==> config.mk <==
export PLATFORM = sky130hd
export DESIGN_NAME = ad_ip_jesd204_tpl_adc_pn_scan
export DESIGN_NICKNAME = d
export VERILOG_FILES = /design/src/rtl/ad_ip_jesd204_tpl_adc_pn_scan.sv
export SDC_FILE = /design/constraint.sdc
export NUM_CORES = 1
export LEC_CHECK = 0
export ABC_AREA = 1
export BUFFER_PORTS_ARGS = -buffer_cell sky130_fd_sc_hd__buf_2
export CAP_MARGIN = 10
export CORE_UTILIZATION = 50
export CTS_CLUSTER_SIZE = 10
export DETAILED_ROUTE_END_ITERATION = 16
export PLACE_DENSITY = 0.83
export SLEW_MARGIN = 0
export SYNTH_ARGS = -nofsm -noshare
export SYNTH_HDL_FRONTEND = slang
export SYNTH_SLANG_ARGS = --single-unit
==> constraint.sdc <==
create_clock -name link_clk -period 4 [get_ports link_clk]
set_input_delay 0.8 -clock link_clk [delete_from_list [all_inputs] [get_ports link_clk]]
set_output_delay 0.8 -clock link_clk [all_outputs]
set_load 0.005 [all_outputs]
==> src/rtl/ad_ip_jesd204_tpl_adc_pn_scan.sv <==
// PN-sequence scan controller: walks every channel, forces the test PN sequence,
// waits for lock, checks a fixed error window and records pass/fail per channel.
// Optional PN_SCAN_ERR_COUNT_EN adds a saturating error-cycle counter.
module ad_ip_jesd204_tpl_adc_pn_scan #(
  parameter int         NUM_CHANNELS  = 1,
  parameter logic [3:0] PN_SEQ        = 4'h1,
  parameter int         SETTLE_CYCLES = 16,
  parameter int         LOCK_TIMEOUT  = 256,
  parameter int         CHECK_CYCLES  = 1024
) (
  input  logic                            link_clk,
  input  logic                            adc_rst,
  input  logic                            start,
  input  logic                            abort,
  input  logic [NUM_CHANNELS*4-1:0]       pn_seq_sel_in,
  output logic [NUM_CHANNELS*4-1:0]       pn_seq_sel,
  input  logic [NUM_CHANNELS-1:0]         pn_err,
  input  logic [NUM_CHANNELS-1:0]         pn_oos,
  output logic                            busy,
  output logic                            done,
  output logic [$clog2(NUM_CHANNELS):0]   cur_channel,
  output logic [NUM_CHANNELS-1:0]         pass_mask,
  output logic [NUM_CHANNELS-1:0]         fail_mask,
  output logic [15:0]                     err_count
);

  localparam int KW   = $clog2(NUM_CHANNELS) + 1;
  localparam int MAX1 = (SETTLE_CYCLES > LOCK_TIMEOUT) ? SETTLE_CYCLES : LOCK_TIMEOUT;
  localparam int MAXP = (MAX1 > CHECK_CYCLES) ? MAX1 : CHECK_CYCLES;
  localparam int CW   = $clog2(MAXP) + 1;

  localparam logic [CW-1:0] SETTLE_LAST = CW'(SETTLE_CYCLES - 1);
  localparam logic [CW-1:0] LOCK_LAST   = CW'(LOCK_TIMEOUT);
  localparam logic [CW-1:0] CHECK_LAST  = CW'(CHECK_CYCLES - 1);
  localparam logic [KW-1:0] K_LAST      = KW'(NUM_CHANNELS - 1);

  typedef enum logic [2:0] {
    S_IDLE, S_SETTLE, S_LOCK, S_CHECK, S_NEXT, S_DONE
  } state_t;

  state_t        state, state_nxt;
  logic [KW-1:0] k, k_nxt;
  logic [CW-1:0] cnt;
  logic          fail_flag;
  logic          ch_err, ch_oos;
  logic          busy_nxt;
  logic          lock_timeout;

  // Channel mux by comparison so k may be wider than the channel index.
  always_comb begin
    ch_err = 1'b0;
    ch_oos = 1'b0;
    for (int i = 0; i < NUM_CHANNELS; i++) begin
      if (k == KW'(i)) begin
        ch_err = pn_err[i];
        ch_oos = pn_oos[i];
      end
    end
  end

  // Timeout fires once LOCK_TIMEOUT full cycles have elapsed without lock.
  assign lock_timeout = (state == S_LOCK) && ch_oos && (cnt == LOCK_LAST);

  always_comb begin
    state_nxt = state;
    k_nxt     = k;
    case (state)
      S_IDLE: if (start) begin
        state_nxt = S_SETTLE;
        k_nxt     = '0;
      end
      S_SETTLE: if (cnt == SETTLE_LAST) state_nxt = S_LOCK;
      S_LOCK: begin
        if (!ch_oos)          state_nxt = S_CHECK;
        else if (lock_timeout) state_nxt = S_NEXT;
      end
      S_CHECK: if (cnt == CHECK_LAST) state_nxt = S_NEXT;
      S_NEXT: begin
        if (k == K_LAST) state_nxt = S_DONE;
        else begin
          state_nxt = S_SETTLE;
          k_nxt     = k + 1'b1;
        end
      end
      S_DONE: begin
        state_nxt = S_IDLE;
        k_nxt     = '0;
      end
      default: begin
        state_nxt = S_IDLE;
        k_nxt     = '0;
      end
    endcase
    if (abort && state != S_IDLE && state != S_DONE) begin
      state_nxt = S_IDLE;
      k_nxt     = '0;
    end
  end

  assign busy_nxt = (state_nxt == S_SETTLE) || (state_nxt == S_LOCK) ||
                    (state_nxt == S_CHECK)  || (state_nxt == S_NEXT);

  always_ff @(posedge link_clk) begin
    if (adc_rst) begin
      state <= S_IDLE;
      k     <= '0;
      cnt   <= '0;
    end else begin
      state <= state_nxt;
      k     <= k_nxt;
      cnt   <= (state_nxt != state || state == S_IDLE) ? '0 : cnt + 1'b1;
    end
  end

  always_ff @(posedge link_clk) begin
    if (adc_rst) begin
      fail_flag <= 1'b0;
      pass_mask <= '0;
      fail_mask <= '0;
    end else begin
      if (state == S_IDLE && start) begin
        pass_mask <= '0;
        fail_mask <= '0;
      end else if (state == S_NEXT && state_nxt != S_IDLE) begin
        for (int i = 0; i < NUM_CHANNELS; i++) begin
          if (k == KW'(i)) begin
            pass_mask[i] <= !fail_flag;
            fail_mask[i] <= fail_flag;
          end
        end
      end
      if (state_nxt == S_IDLE || state == S_NEXT)
        fail_flag <= 1'b0;
      else if ((state == S_CHECK && (ch_err || ch_oos)) || lock_timeout)
        fail_flag <= 1'b1;
    end
  end

  // Selection is computed from the next state so the override lines up with busy.
  always_ff @(posedge link_clk) begin
    for (int i = 0; i < NUM_CHANNELS; i++) begin
      if (!adc_rst && busy_nxt && k_nxt == KW'(i))
        pn_seq_sel[i*4 +: 4] <= PN_SEQ;
      else
        pn_seq_sel[i*4 +: 4] <= pn_seq_sel_in[i*4 +: 4];
    end
  end

`ifdef PN_SCAN_ERR_COUNT_EN
  logic [15:0] err_cnt_q;

  always_ff @(posedge link_clk) begin
    if (adc_rst)
      err_cnt_q <= '0;
    else if (state == S_IDLE && start)
      err_cnt_q <= '0;
    else if (state == S_CHECK && (ch_err || ch_oos) && err_cnt_q != 16'hFFFF)
      err_cnt_q <= err_cnt_q + 16'd1;
  end

  assign err_count = err_cnt_q;
`else
  assign err_count = 16'd0;
`endif

  assign busy        = (state == S_SETTLE) || (state == S_LOCK) ||
                       (state == S_CHECK)  || (state == S_NEXT);
  assign done        = (state == S_DONE);
  assign cur_channel = k;

endmodule

==> metrics.cfg <==
[logic_synthesis]
synth_edf_count=0
ys_top_cells_by_count=nand2_1, nor2_1, inv_1
synth_seq_cells=22
ys_async_sr_fraction=0
synthFlopType=dfxtp_1
ys_warn_count=0
seq_area_frac_synth=0.321
syn-cell-area_mm2=0.00137
synthMostInstantiatedCell=nand2_1
syn-instance-count=194
synth_area_per_cell_um2=7.06
yosysUniqueCellTypes=22
synth_top_area_share=0.321
synth_area_leaders=dfxtp_1, nand2_1, buf_4
synth_top_area_cell=dfxtp_1

[place]
detailedPlace.worstSlack_ns=1.55
port-buffer-count=18
gp_congestion=0.855
dp_hpwl_um=1950
postPlaceCellArea_mm2=0.00140

[route]
drtIter0Drc=42
routed_wl_um=2450
drc=0
vias=1167
drtPass1Iterations=4
wl_per_cell_um=10.1
ant_nets=0
vias_per_cell=4.82

[status]
status=complete, no violations

[worst_setup_path]
cpPeakStageDelay_ns=0.47
critPathRequiredTime_ns=4.23
cp_slowest_cell=nand3_1
critPathLaunchType=flop
critPathKind=flop to flop
crit_family=simple AND/OR/NAND/NOR gates
cp.buffers_inverters=0
cp-end-kind=flop
path_max_fanout=11
crit_chain=ha_1 > nand3_1 > nor2_1 > nand4_1 > nand2_1 > nand2_2 > nand2_1 > nand3_1 > nor3_1
cp.arrival_ns=2.46

[final_layout]
diodes=0
finalNetCount=225
drive_above_1_share=0.217
multi_input_area_um2=734
area_delta_synth_final_pct=4.84
fillers=249
regArea_um2=440
final_area_mm2=0.00144

[timing]
slew_viol_final=0
finalSetupTns_ns=0
slew-limit-headroom=0.533
fin_skew_ns=0.00113
finalHoldViolCount=0
worst_pin_slew_ns=0.699
min_period_ns=2.23
fmax_ghz=0.448
setup_viol=0
setup_slack_ns=1.77
rsz0062_at_grt=no
timing.final.crit_share=0.558

[clock_tree]
cts-resized-gates=0
numCtsBuffers=3
root_buffer=clkbuf_4
cts_tree=yes
clkTransAtPathRegs_ns=0.12
cts_max_level=1
clk_path_buf_depth=2
cts_hold_buf=0
post_cts_buffers=0
cts_sinks=22
insertion_delay_ns=0.31

[floorplan]
core.rowCount=18
die_x_um=54.3
start_util=0.543
die-area_mm2=0.00295
die_h_um=54.3
io_pins=35
fp.coreArea_mm2=0.00252

[pwr]
p_leak_nw=0.662
power_per_cell_area_mw_per_mm2=284
peakVddDrop_v=0.000177

[grt]
grt_pass1_vias=980
antenna_found_initial=0
grt_pass1_wl_um=4040
grt_use_total=0.192
overflow=0
grt_max_degree=13

[min_path]
hold_class=flop to flop

[flow_run]
cap_violations=0

routing by layer:
layer	global-route usage	part of all wire
met5	0	0
met4	0.0513	0.014
met3	0.0500	0.060
met2	0.333	0.51
met1	0.231	0.41
cell type report:
cell class,instances,area share
tap,30,0.0261
multi-input combinational,142,0.511
sequential,22,0.307
inverter,26,0.0679
clock buffer,4,0.0253
timing repair buffer,18,0.0627
power breakdown:
part	leakage [nW]	switching, W	internal, W
Combinational	0.462	0.0000418	0.0000180
Clock	0.0210	0.0000661	0.0000556
Sequential	0.179	0.00000245	0.000224
Total	0.662	0.000110	0.000298
placed cells by master (no fill, tap or decap), drive strengths merged:
| master | netlist | routed |
|---|---|---|
| xor2 | 6 | 6 |
| conb | 1 | 16 |
| a21oi | 5 | 5 |
| nand4 | 3 | 3 |
| inv | 26 | 26 |
| nand2 | 44 | 44 |
| nand3 | 15 | 15 |
| o21bai | 1 | 1 |
| or2 | 1 | 1 |
| o21ai | 1 | 1 |
| xnor2 | 2 | 2 |
| clkbuf | 0 | 4 |
| ha | 2 | 2 |
| buf | 19 | 18 |
| nor3 | 14 | 14 |
| nor2 | 32 | 32 |
| dfxtp | 22 | 22 |
registers in the layout (all words and copies together) (netlist names):
signal / flops
cnt: 11
pn_seq_sel: 4
state: 3
cur_channel: 1
fail_flag: 1
fail_mask: 1
pass_mask: 1
stage by stage:
| step | util | hold slack [ns] | total power (W) | std cells |
|---|---|---|---|---|
| global route | 0.569 | 0.484 | 0.000430 | 242 |
| detailed placement | 0.555 | 0.447 | 0.000292 | 238 |
| finish | 0.569 | 0.460 | 0.000408 | 242 |
| CTS | 0.569 | 0.465 | 0.000413 | 242 |
| global placement | 0.555 | 0.450 | 0.000290 | 238 |
| floorplan | - | 0.452 | 0.000293 | 209 |
worst paths after layout:
kind	endpoint	slack, ns	depth (start not counted)	start
max	cnt[6]	1.77	9	cnt[0]
min	fail_mask	0.46	2	fail_mask
max reg2reg	cnt[6]	1.77	9	cnt[0]
min reg2reg	fail_mask	0.46	2	fail_mask
cells by family after synthesis:
group / after synthesis / share of synthesized area
AO/OA/AOI/OAI: 7 / 0.0274
adder cells (fa/ha/maj): 2 / 0.0183
buffers and inverters: 45 / 0.184
other: 1 / 0.00274
AND/OR/NAND/NOR: 109 / 0.395
flip-flops: 22 / 0.321
XOR/XNOR: 8 / 0.0511
worst register-to-register path, cell delays in order, from the launching register on:
cell     delay (ns)
dfxtp_1        0.40
ha_1           0.23
nand3_1        0.12
nor2_1         0.20
nand4_1        0.13
nand2_1        0.12
nand2_2        0.08
nand2_1        0.08
nand3_1        0.47
nor3_1         0.33
(Power assumes the default switching activity.)
